[config.mk]
export PLATFORM = sky130hd
export DESIGN_NAME = ps2_keyparse_funcmod
export DESIGN_NICKNAME = d
export VERILOG_FILES = /design/src/rtl/ps2_keyparse_pkg.sv /design/src/rtl/ps2_keyparse_funcmod.sv
export SDC_FILE = /design/constraint.sdc
export NUM_CORES = 1
export LEC_CHECK = 0
export ABC_AREA = 1
export BUFFER_PORTS_ARGS = -buffer_cell sky130_fd_sc_hd__buf_2
export CAP_MARGIN = 20
export CORE_ASPECT_RATIO = 0.8
export CORE_MARGIN = 2
export CORE_UTILIZATION = 50
export DETAILED_ROUTE_END_ITERATION = 8
export PLACE_DENSITY = 0.85
export SLEW_MARGIN = 0
export SYNTH_ARGS = -nofsm -noshare
export SYNTH_HDL_FRONTEND = slang
export SYNTH_SLANG_ARGS = --single-unit
[constraint.sdc]
create_clock -name CLOCK -period 2.05 [get_ports CLOCK]
set_input_delay 0 -clock CLOCK [delete_from_list [all_inputs] [get_ports CLOCK]]
set_output_delay 0 -clock CLOCK [all_outputs]
set_load 0.02 [all_outputs]
[src/rtl/ps2_keyparse_pkg.sv]
// Shared types and byte constants for the PS/2 scancode parser.
package ps2_keyparse_pkg;

  typedef enum logic [2:0] {
    ST_IDLE,
    ST_GOT_E0,
    ST_GOT_F0,
    ST_GOT_E0F0,
    ST_SKIP_E1
  } state_t;

  localparam logic [7:0] CODE_E0     = 8'hE0;
  localparam logic [7:0] CODE_F0     = 8'hF0;
  localparam logic [7:0] CODE_E1     = 8'hE1;
  localparam logic [7:0] CODE_AA     = 8'hAA;
  localparam logic [7:0] CODE_FA     = 8'hFA;
  localparam logic [7:0] CODE_ERR00  = 8'h00;
  localparam logic [7:0] CODE_ERRFF  = 8'hFF;
  localparam logic [7:0] CODE_LSHIFT = 8'h12;
  localparam logic [7:0] CODE_RSHIFT = 8'h59;
  localparam logic [7:0] CODE_CTRL   = 8'h14;
  localparam logic [7:0] CODE_ALT    = 8'h11;

  localparam logic [2:0] E1_SKIP_LEN = 3'd7;

  function automatic logic is_err_byte(input logic [7:0] b);
    return (b == CODE_ERR00) || (b == CODE_ERRFF);
  endfunction

endpackage

[src/rtl/ps2_keyparse_funcmod.sv]
// PS/2 scancode set-2 parser: strips E0/F0 prefixes, swallows the Pause sequence,
// tracks modifiers. Define PS2_REPEAT_FILTER_EN to drop typematic repeats.
module ps2_keyparse_funcmod
  import ps2_keyparse_pkg::*;
#(
  parameter int TIMEOUT_CYC = 100000,
  parameter int SHOW_BREAK  = 1
) (
  input  logic        CLOCK,
  input  logic        RESET,
  input  logic [7:0]  iData,
  input  logic        iTrig,
  output logic [7:0]  oData,
  output logic        oExt,
  output logic        oBreak,
  output logic        oTrig,
  output logic [2:0]  oMod,
  output logic        oErr,
  output logic [23:0] oShow
);

  localparam int TW = ($clog2(TIMEOUT_CYC) < 1) ? 1 : $clog2(TIMEOUT_CYC);
  localparam logic [TW-1:0] TMO_LAST = TW'(TIMEOUT_CYC - 1);
  localparam logic [TW-1:0] TMO_ONE  = TW'(1);

  state_t        state_q, state_d;
  logic [2:0]    skip_q, skip_d;
  logic [TW-1:0] tmo_q, tmo_d;
  logic          emit, emit_ext, emit_brk, emit_ok, err_d;
  logic [7:0]    emit_code;

  logic [7:0]    data_q;
  logic          ext_q, brk_q, trig_q, err_q;
  logic          lshift_q, rshift_q, ctrl_q, alt_q;
  logic [23:0]   show_q;

  always_comb begin
    state_d   = state_q;
    skip_d    = skip_q;
    tmo_d     = tmo_q;
    emit      = 1'b0;
    emit_ext  = 1'b0;
    emit_brk  = 1'b0;
    emit_code = iData;
    err_d     = 1'b0;
    if (iTrig) begin
      // A byte always wins over a timeout expiring in the same cycle.
      tmo_d = '0;
      if (is_err_byte(iData)) begin
        state_d = ST_IDLE;
        skip_d  = '0;
        err_d   = 1'b1;
      end else begin
        case (state_q)
          ST_IDLE: begin
            if (iData == CODE_E0)      state_d = ST_GOT_E0;
            else if (iData == CODE_F0) state_d = ST_GOT_F0;
            else if (iData == CODE_E1) begin
              skip_d  = E1_SKIP_LEN;
              state_d = ST_SKIP_E1;
            end else if (iData != CODE_AA && iData != CODE_FA) emit = 1'b1;
          end
          ST_GOT_E0: begin
            if (iData == CODE_F0) state_d = ST_GOT_E0F0;
            else if (iData != CODE_E0) begin
              emit     = 1'b1;
              emit_ext = 1'b1;
              state_d  = ST_IDLE;
            end
          end
          ST_GOT_F0: begin
            if (iData == CODE_E0) state_d = ST_GOT_E0F0;
            else if (iData != CODE_F0) begin
              emit     = 1'b1;
              emit_brk = 1'b1;
              state_d  = ST_IDLE;
            end
          end
          ST_GOT_E0F0: begin
            if (iData != CODE_E0 && iData != CODE_F0) begin
              emit     = 1'b1;
              emit_ext = 1'b1;
              emit_brk = 1'b1;
              state_d  = ST_IDLE;
            end
          end
          ST_SKIP_E1: begin
            if (skip_q <= 3'd1) begin
              emit      = 1'b1;
              emit_code = CODE_E1;
              skip_d    = '0;
              state_d   = ST_IDLE;
            end else begin
              skip_d = skip_q - 3'd1;
            end
          end
          default: state_d = ST_IDLE;
        endcase
      end
    end else if (state_q != ST_IDLE) begin
      if (tmo_q == TMO_LAST) begin
        state_d = ST_IDLE;
        skip_d  = '0;
        tmo_d   = '0;
        err_d   = 1'b1;
      end else begin
        tmo_d = tmo_q + TMO_ONE;
      end
    end else begin
      tmo_d = '0;
    end
  end

`ifdef PS2_REPEAT_FILTER_EN
  // Remembers the last pressed key so typematic repeats of it are swallowed.
  logic [8:0] rpt_key_q, rpt_key_d;
  logic       rpt_vld_q, rpt_vld_d;
  logic       rpt_hit;

  always_comb begin
    rpt_key_d = rpt_key_q;
    rpt_vld_d = rpt_vld_q;
    rpt_hit   = rpt_vld_q && (rpt_key_q == {emit_ext, emit_code});
    emit_ok   = emit;
    if (emit) begin
      if (!emit_brk) begin
        if (rpt_hit) emit_ok = 1'b0;
        else begin
          rpt_key_d = {emit_ext, emit_code};
          rpt_vld_d = 1'b1;
        end
      end else if (rpt_hit) begin
        rpt_vld_d = 1'b0;
      end
    end
  end

  always_ff @(posedge CLOCK or negedge RESET) begin
    if (!RESET) begin
      rpt_key_q <= '0;
      rpt_vld_q <= 1'b0;
    end else begin
      rpt_key_q <= rpt_key_d;
      rpt_vld_q <= rpt_vld_d;
    end
  end
`else
  assign emit_ok = emit;
`endif

  always_ff @(posedge CLOCK or negedge RESET) begin
    if (!RESET) begin
      state_q  <= ST_IDLE;
      skip_q   <= '0;
      tmo_q    <= '0;
      data_q   <= '0;
      ext_q    <= 1'b0;
      brk_q    <= 1'b0;
      trig_q   <= 1'b0;
      err_q    <= 1'b0;
      lshift_q <= 1'b0;
      rshift_q <= 1'b0;
      ctrl_q   <= 1'b0;
      alt_q    <= 1'b0;
      show_q   <= '0;
    end else begin
      state_q <= state_d;
      skip_q  <= skip_d;
      tmo_q   <= tmo_d;
      trig_q  <= emit_ok;
      err_q   <= err_d;
      if (emit_ok) begin
        data_q <= emit_code;
        ext_q  <= emit_ext;
        brk_q  <= emit_brk;
        case (emit_code)
          CODE_LSHIFT: lshift_q <= !emit_brk;
          CODE_RSHIFT: rshift_q <= !emit_brk;
          CODE_CTRL:   ctrl_q   <= !emit_brk;
          CODE_ALT:    alt_q    <= !emit_brk;
          default: ;
        endcase
        if (!emit_brk || SHOW_BREAK != 0)
          show_q <= {(emit_ext ? CODE_E0 : 8'h00), (emit_brk ? CODE_F0 : 8'h00), emit_code};
      end
    end
  end

  assign oData  = data_q;
  assign oExt   = ext_q;
  assign oBreak = brk_q;
  assign oTrig  = trig_q;
  assign oErr   = err_q;
  assign oMod   = {alt_q, ctrl_q, lshift_q | rshift_q};
  assign oShow  = show_q;

endmodule

After elaboration in Yosys (flattened, before gate mapping)
Index checks and enable logic that the tools add are counted.
- $add $sub $neg: 2
- $lt $le $gt $ge: 1
- eq/ne operators: 26
- mux-type cells: 53
- bitwise logic cells: 1
- reductions and logical operators: 15
- operators with widths (cell ; number):
    $mux 3 ; 19
    $mux 17 ; 3
    $mux 8 ; 6
    $eq 8x8->1 const B ; 4
    $ne 8x8->1 const B ; 4
    $eq 8x5->1 const B ; 3
    $mux 1 ; 20
    $ne 4x4->1 const B ; 5
    $add 17x1->17 const B ; 1
    $eq 17x17->1 const B ; 1
    $pmux 3 s5 ; 1
    $ne 5x5->1 const B ; 2
    $eq 8x7->1 const B ; 1
    $logic_not 8->1 ; 1
    $reduce_and 2->1 ; 4
    $reduce_and 7->1 ; 1
    $eq 3x2->1 const B ; 2
    $ne 6x6->1 const B ; 1
    $pmux 3 s2 ; 1
    $reduce_and 6->1 ; 1
    $pmux 1 s5 ; 1
    $ne 4x1->1 const B ; 1
    $pmux 1 s2 ; 2
    $reduce_bool 2->1 ; 2
    10 further kinds ; 11
- bits in registers: 63
- output and inout port bits: 39
- logic and storage cells: 111

Logic depth before layout (Yosys ltp)
- depth after elaboration: 10
- mapped depth: 12
- depth with buffers taken out: 12

Least setup slack after synthesis
Ideal clock, no wire load.
- path kind: reg2reg
- start: register tmo_q[0]
- end: register tmo_q[16]
- arrival time: 1615 ps
- path slack: 322 ps
- stages on the path, launching flop included: 13
- clock period less this slack: 1728 ps
- cell sequence: dfrtp_1 -> ha_1 -> nand2_1 -> nor2_1 -> nand2_1 -> nor2_1 -> nand2_1 -> nor2_1 -> nand2_1 -> nor3_1 -> nand3_1 -> nand2_1 -> inv_1
- longest elaborated chain between the ends: 4
- elaborated cells on any way between the ends: 5
- RTL lines (item ; line ; source):
    from (decl) ; ps2_keyparse_funcmod.sv:28 ; logic [TW-1:0] tmo_q, tmo_d;
    from (signal assigned) ; ps2_keyparse_funcmod.sv:169 ; tmo_q <= tmo_d;
    $add 17x1->17 or $eq 17x17->1 (tied branches) ; ps2_keyparse_funcmod.sv:107, ps2_keyparse_funcmod.sv:101 ;
    $mux 17 (*) ; ps2_keyparse_funcmod.sv:101 ; if (tmo_q == TMO_LAST) begin
    $mux 17 (*) ; ps2_keyparse_funcmod.sv:100 ; end else if (state_q != ST_IDLE) begin
    $mux 17 (*) ; ps2_keyparse_funcmod.sv:46 ; if (iTrig) begin
    via tmo_d[16] ; ps2_keyparse_funcmod.sv:28 ;
The timed path passes the listed nets; every way through them passes the cells marked *.
A chain may end at the register's enable or synchronous reset.

Final worst setup path
- start: input port iData[3]
- end: register show_q[7], in the netlist oShow[7]
- longest elaborated chain between the ends: 9
- elaborated cells on any way between the ends: 26
- RTL lines (item ; line ; source):
    from (decl) ; ps2_keyparse_funcmod.sv:11 ; input logic [7:0] iData,
    $ne 8x8->1 ; ps2_keyparse_funcmod.sv:61 ; end else if (iData != CODE_AA && iData != CODE_FA) emit = 1'b1;
    $logic_and 1x1->1 ; ps2_keyparse_funcmod.sv:61 ;
    $mux 1 ; ps2_keyparse_funcmod.sv:61 ;
    $mux 1 ; ps2_keyparse_funcmod.sv:58 ; else if (iData == CODE_E1) begin
    $mux 1 ; ps2_keyparse_funcmod.sv:57 ; else if (iData == CODE_F0) state_d = ST_GOT_F0;
    $mux 1 ; ps2_keyparse_funcmod.sv:56 ; if (iData == CODE_E0) state_d = ST_GOT_E0;
    $pmux 1 s5 ; ps2_keyparse_funcmod.sv:54 ; case (state_q)
    $mux 1 ; ps2_keyparse_funcmod.sv:49 ; if (is_err_byte(iData)) begin
    $mux 1 ; ps2_keyparse_funcmod.sv:46 ;
    to (signal assigned) ; ps2_keyparse_funcmod.sv:184 ; show_q <= {(emit_ext ? CODE_E0 : 8'h00), (emit_brk ? CODE_F0 : 8'h00), emit_code};
    to (decl) ; ps2_keyparse_funcmod.sv:35 ; logic [23:0] show_q;
Parallel ways exist; a longest one is shown, timed or not.

==> impl_metrics.prom <==
# TYPE chip_impl_metric gauge
chip_impl_metric{name="crit_arrival",unit="ns"} 2.08
chip_impl_metric{name="via_count_of_the_first_global_routing_pass",unit=""} 1980
chip_impl_metric{name="timing.max_slew.rel_slack",unit=""} 0.444
chip_impl_metric{name="total_die_area",unit="um2"} 5480
chip_impl_metric{name="ios",unit=""} 50
chip_impl_metric{name="ys_seq_area_frac",unit=""} 0.398
chip_impl_metric{name="core_area",unit="um2"} 4650
chip_impl_info{name="whs_endpoint",value="oData[1]"} 1
chip_impl_metric{name="antenna-diode-count",unit=""} 0
chip_impl_metric{name="dr.pass1.iters",unit=""} 4
chip_impl_metric{name="post_drt_via_cell_ratio",unit=""} 5.12
chip_impl_metric{name="floorplan.die.height",unit="um"} 66.6
chip_impl_metric{name="period_utilization",unit=""} 0.927
chip_impl_metric{name="layout-area-overhead-vs-synth",unit="%"} 11.9
chip_impl_metric{name="vdd.ir_drop.worst",unit="mV"} 0.470
chip_impl_metric{name="tightestPinTransition",unit="ns"} 0.835
chip_impl_metric{name="end_of_flow_core_utilization",unit=""} 0.590
chip_impl_metric{name="dp_hpwl",unit="um"} 3710
chip_impl_metric{name="detail-route-antenna-nets",unit=""} 0
chip_impl_metric{name="h-tree-depth",unit=""} 2
chip_impl_metric{name="insertion_delay",unit="ns"} 0.29
chip_impl_metric{name="hold_depth",unit=""} 3
chip_impl_metric{name="power_per_cell_area",unit="nW/um2"} 980
chip_impl_info{name="critPathCaptureType",value="flip-flop"} 1
chip_impl_metric{name="postLayoutSetupSlackWorst",unit="ns"} 0.149
chip_impl_metric{name="vias",unit=""} 2181
chip_impl_metric{name="fp-row-count",unit=""} 22
chip_impl_info{name="min_from",value="iData[1]"} 1
chip_impl_metric{name="numPortBuffers",unit=""} 40
chip_impl_metric{name="synth-seq-cells",unit=""} 39
chip_impl_metric{name="final-max-slew-violation-count",unit=""} 0
chip_impl_info{name="clock-root-buffer",value="sky130_fd_sc_hd__clkbuf_8"} 1
chip_impl_metric{name="drtIter0Drc",unit=""} 153
chip_impl_metric{name="cts_num_sinks",unit=""} 39
chip_impl_info{name="regToRegStartpoint",value="skip_q[0]"} 1
chip_impl_info{name="yosysTopAreaCell",value="sky130_fd_sc_hd__dfrtp_1"} 1
chip_impl_metric{name="grt-ovfl-total",unit=""} 0
chip_impl_metric{name="synth_async_sr_flop_share",unit=""} 1.00
chip_impl_metric{name="max-clock-path-buffers",unit=""} 2
chip_impl_metric{name="fin_skew",unit="ns"} 0.00988
chip_impl_info{name="hold_class",value="input pin to flip-flop"} 1
chip_impl_info{name="worst-setup-path-type",value="input pin to flip-flop"} 1
chip_impl_metric{name="netSwitchingPower",unit="mW"} 1.10
chip_impl_metric{name="netSwitchingFraction",unit=""} 0.407
chip_impl_metric{name="cell_internal_pwr",unit="mW"} 1.59
chip_impl_metric{name="cts_made_buffers",unit=""} 5
chip_impl_metric{name="p_leak",unit="nW"} 1.35
chip_impl_info{name="most_instantiated_library_cell_after_synthesis",value="sky130_fd_sc_hd__nand2_1"} 1
chip_impl_metric{name="stdcell_count",unit=""} 426
chip_impl_metric{name="start_util",unit=""} 0.527
chip_impl_metric{name="yosysTopAreaCellShare",unit=""} 0.398
chip_impl_metric{name="maximum_number_of_pins_on_one_net_before_global_route_repair",unit=""} 40
chip_impl_metric{name="synthDistinctLibCells",unit=""} 33
chip_impl_metric{name="finalHoldViolCount",unit=""} 0
chip_impl_metric{name="netlist_instances",unit=""} 331
chip_impl_metric{name="synth_edf_count",unit=""} 0
chip_impl_info{name="tritoncts_clock_tree",value="built"} 1
chip_impl_metric{name="combPwrFrac",unit=""} 0.410
chip_impl_info{name="synth.top_cells.by_area",value="sky130_fd_sc_hd__dfrtp_1 (40%), sky130_fd_sc_hd__nand2_1 (10%), sky130_fd_sc_hd__buf_4 (8.0%), sky130_fd_sc_hd__nor2_1 (7.3%), sky130_fd_sc_hd__inv_1 (5.5%)"} 1
chip_impl_info{name="timing.rr.end",value="ctrl_q"} 1
chip_impl_metric{name="syn_area",unit="um2"} 2450
chip_impl_metric{name="worst-r2r-cell-count",unit=""} 10
chip_impl_metric{name="clk_pin_slew_worst_paths",unit="ns"} 0.08
chip_impl_metric{name="placed_cells",unit=""} 413
chip_impl_metric{name="total_length_of_routed_wires",unit="um"} 5060
chip_impl_metric{name="place_congestion",unit=""} 0.935
chip_impl_metric{name="grt_pass1_wl",unit="um"} 8540
chip_impl_metric{name="timing.max_cap.violations",unit=""} 0
chip_impl_metric{name="setup_violations",unit=""} 0
chip_impl_metric{name="timing.fmax",unit="MHz"} 526
chip_impl_metric{name="die_x",unit="um"} 82.3
chip_impl_metric{name="postSynthAreaPerCell",unit="um2"} 7.41
chip_impl_metric{name="period_needed",unit="ns"} 1.90
chip_impl_metric{name="p_seq_frac",unit=""} 0.383
chip_impl_info{name="start_kind",value="input pin"} 1
chip_impl_metric{name="drc_errors",unit=""} 0
chip_impl_metric{name="final_net_count",unit=""} 379
chip_impl_metric{name="p_clk_frac",unit=""} 0.207
chip_impl_metric{name="post-place-ws",unit="ns"} 0.0931
chip_impl_info{name="dominant_register_cell_in_the_synthesized_netlist",value="sky130_fd_sc_hd__dfrtp_1"} 1
chip_impl_metric{name="fill_cells",unit=""} 420
chip_impl_metric{name="ys.warnings.count",unit=""} 0
chip_impl_info{name="result_of_the_run",value="finished clean"} 1
chip_impl_metric{name="overall_global_routing_resource_usage",unit=""} 0.200
chip_impl_info{name="post_synth_most_frequent_cells",value="sky130_fd_sc_hd__nand2_1 (66), sky130_fd_sc_hd__nor2_1 (48), sky130_fd_sc_hd__dfrtp_1 (39)"} 1
chip_impl_metric{name="wire_per_inst",unit="um"} 11.9
chip_impl_metric{name="critical_path_rt",unit="ns"} 2.23
chip_impl_metric{name="layout-drive-gt1-share",unit=""} 0.213
chip_impl_metric{name="ff2ff_setup_slack",unit="ns"} 0.19
chip_impl_metric{name="antenna_violations_before_repair",unit=""} 0
chip_impl_metric{name="worstPathMaxFanout",unit=""} 23
registers in the layout (all words and copies together), names as in the netlist:
register  count
ctrl_q        1
oErr          1
oData         7
tmo_q        17
state_q       3
alt_q         1
rshift_q      1
oShow         3
oTrig         1
skip_q        3
lshift_q      1
power by group through the flow:
stage	clock network [mW]	logic [mW]	registers, mW
6_report	0.558	1.10	1.03
5_1_grt	0.605	1.22	1.05
4_1_cts	0.573	1.09	1.03
3_5_place_dp	0	1.08	1.05
3_3_place_gp	0	1.06	1.03
2_1_floorplan	0	0.791	1.14
per-stage QoR:
| step | TNS (ns) | hold slack, ns | power (mW) | cell area [um2] |
|---|---|---|---|---|
| 2_1_floorplan | 0 | -0.296 | 1.93 | 2480 |
| 3_3_place_gp | 0 | 0.157 | 2.09 | 2570 |
| 3_5_place_dp | 0 | 0.160 | 2.12 | 2570 |
| 4_1_cts | 0 | 0.0247 | 2.70 | 2710 |
| 5_1_grt | -0.00889 | 0.0593 | 2.88 | 2750 |
| 6_report | 0 | 0.0307 | 2.69 | 2750 |
worst max path at each step:
stage	start	to	slack [ns]	depth (start not counted)
2_1_floorplan	tmo_q[0]	tmo_q[16]	0.32	12
3_3_place_gp	tmo_q[0]	tmo_q[16]	0.19	12
3_5_place_dp	tmo_q[0]	tmo_q[16]	0.09	12
4_1_cts	tmo_q[0]	tmo_q[16]	0.08	12
5_1_grt	tmo_q[0]	tmo_q[16]	-0.009	12
6_report	iData[3]	oShow[7]	0.15	13
area by class of cell:
cell class	instances	area [um2]	area share
Multi-Input combinational cell	232	1160	0.423
Sequential cell	39	976	0.356
Timing Repair Buffer	49	290	0.106
Inverter	38	143	0.0520
Clock buffer	8	100	0.0365
Tap cell	60	75.1	0.0273
placed cells by master (no fill, tap or decap), types with 2 or more instances in the layout:
master,Yosys,routed
sky130_fd_sc_hd__nand2_1,66,64
sky130_fd_sc_hd__nor2_1,48,46
sky130_fd_sc_hd__buf_2,1,40
sky130_fd_sc_hd__dfrtp_1,39,39
sky130_fd_sc_hd__inv_1,36,36
sky130_fd_sc_hd__nand3_1,25,25
sky130_fd_sc_hd__nor3_1,14,13
sky130_fd_sc_hd__a21oi_1,12,12
sky130_fd_sc_hd__o21ai_0,11,10
sky130_fd_sc_hd__conb_1,1,9
sky130_fd_sc_hd__nand4_1,7,7
sky130_fd_sc_hd__clkbuf_8,0,7
sky130_fd_sc_hd__nand2_2,4,6
sky130_fd_sc_hd__nor3b_1,6,6
sky130_fd_sc_hd__nor2_2,4,5
sky130_fd_sc_hd__a21oi_2,4,4
sky130_fd_sc_hd__dlygate4sd3_1,0,4
sky130_fd_sc_hd__buf_4,26,4
sky130_fd_sc_hd__nor4_1,3,3
sky130_fd_sc_hd__nor2_4,2,3
sky130_fd_sc_hd__ha_1,3,3
sky130_fd_sc_hd__inv_2,2,2
sky130_fd_sc_hd__xor2_1,2,2
sky130_fd_sc_hd__o21a_1,2,2
sky130_fd_sc_hd__or2_2,2,2
critical path, cell delays in order:
cell,delay [ns]
sky130_fd_sc_hd__dlygate4sd3_1,0.57
sky130_fd_sc_hd__buf_2,0.16
sky130_fd_sc_hd__inv_2,0.09
sky130_fd_sc_hd__nand2_2,0.07
sky130_fd_sc_hd__nor2_2,0.22
sky130_fd_sc_hd__nand3_1,0.15
sky130_fd_sc_hd__nand2_1,0.20
sky130_fd_sc_hd__inv_1,0.12
sky130_fd_sc_hd__nand2_1,0.13
sky130_fd_sc_hd__a21oi_4,0.06
sky130_fd_sc_hd__buf_12,0.16
sky130_fd_sc_hd__nor2_1,0.13
sky130_fd_sc_hd__a21oi_2,0.04
cell families (layout without fill, tap and decap cells):
family	count (synthesis)	in the layout	share of synthesized area
compound gates	35	35	0.0883
xor+xnor	2	2	0.00714
buf+inv	68	95	0.151
other cells	1	9	0.00153
flops	39	39	0.398
fa+ha+maj	3	3	0.0153
simple gates	183	183	0.339
metal layers:
| metal | GRT usage | up-vias | share of wire |
|---|---|---|---|
| li1 | - | 1108 | - |
| met1 | 0.279 | 1003 | 0.48 |
| met2 | 0.311 | 63 | 0.47 |
| met3 | 0.0407 | 7 | 0.049 |
| met4 | 0.0604 | 0 | 0.0095 |
| met5 | 0 | - | 0 |
timing repair:
item,4_1_cts,5_1_grt
buffers inserted,0,1
endpoints found under the hold margin,42,0
gates resized for setup,0,8
hold buffers,4,0
endpoints found under the setup margin,0,11
(Power assumes the default switching activity.)
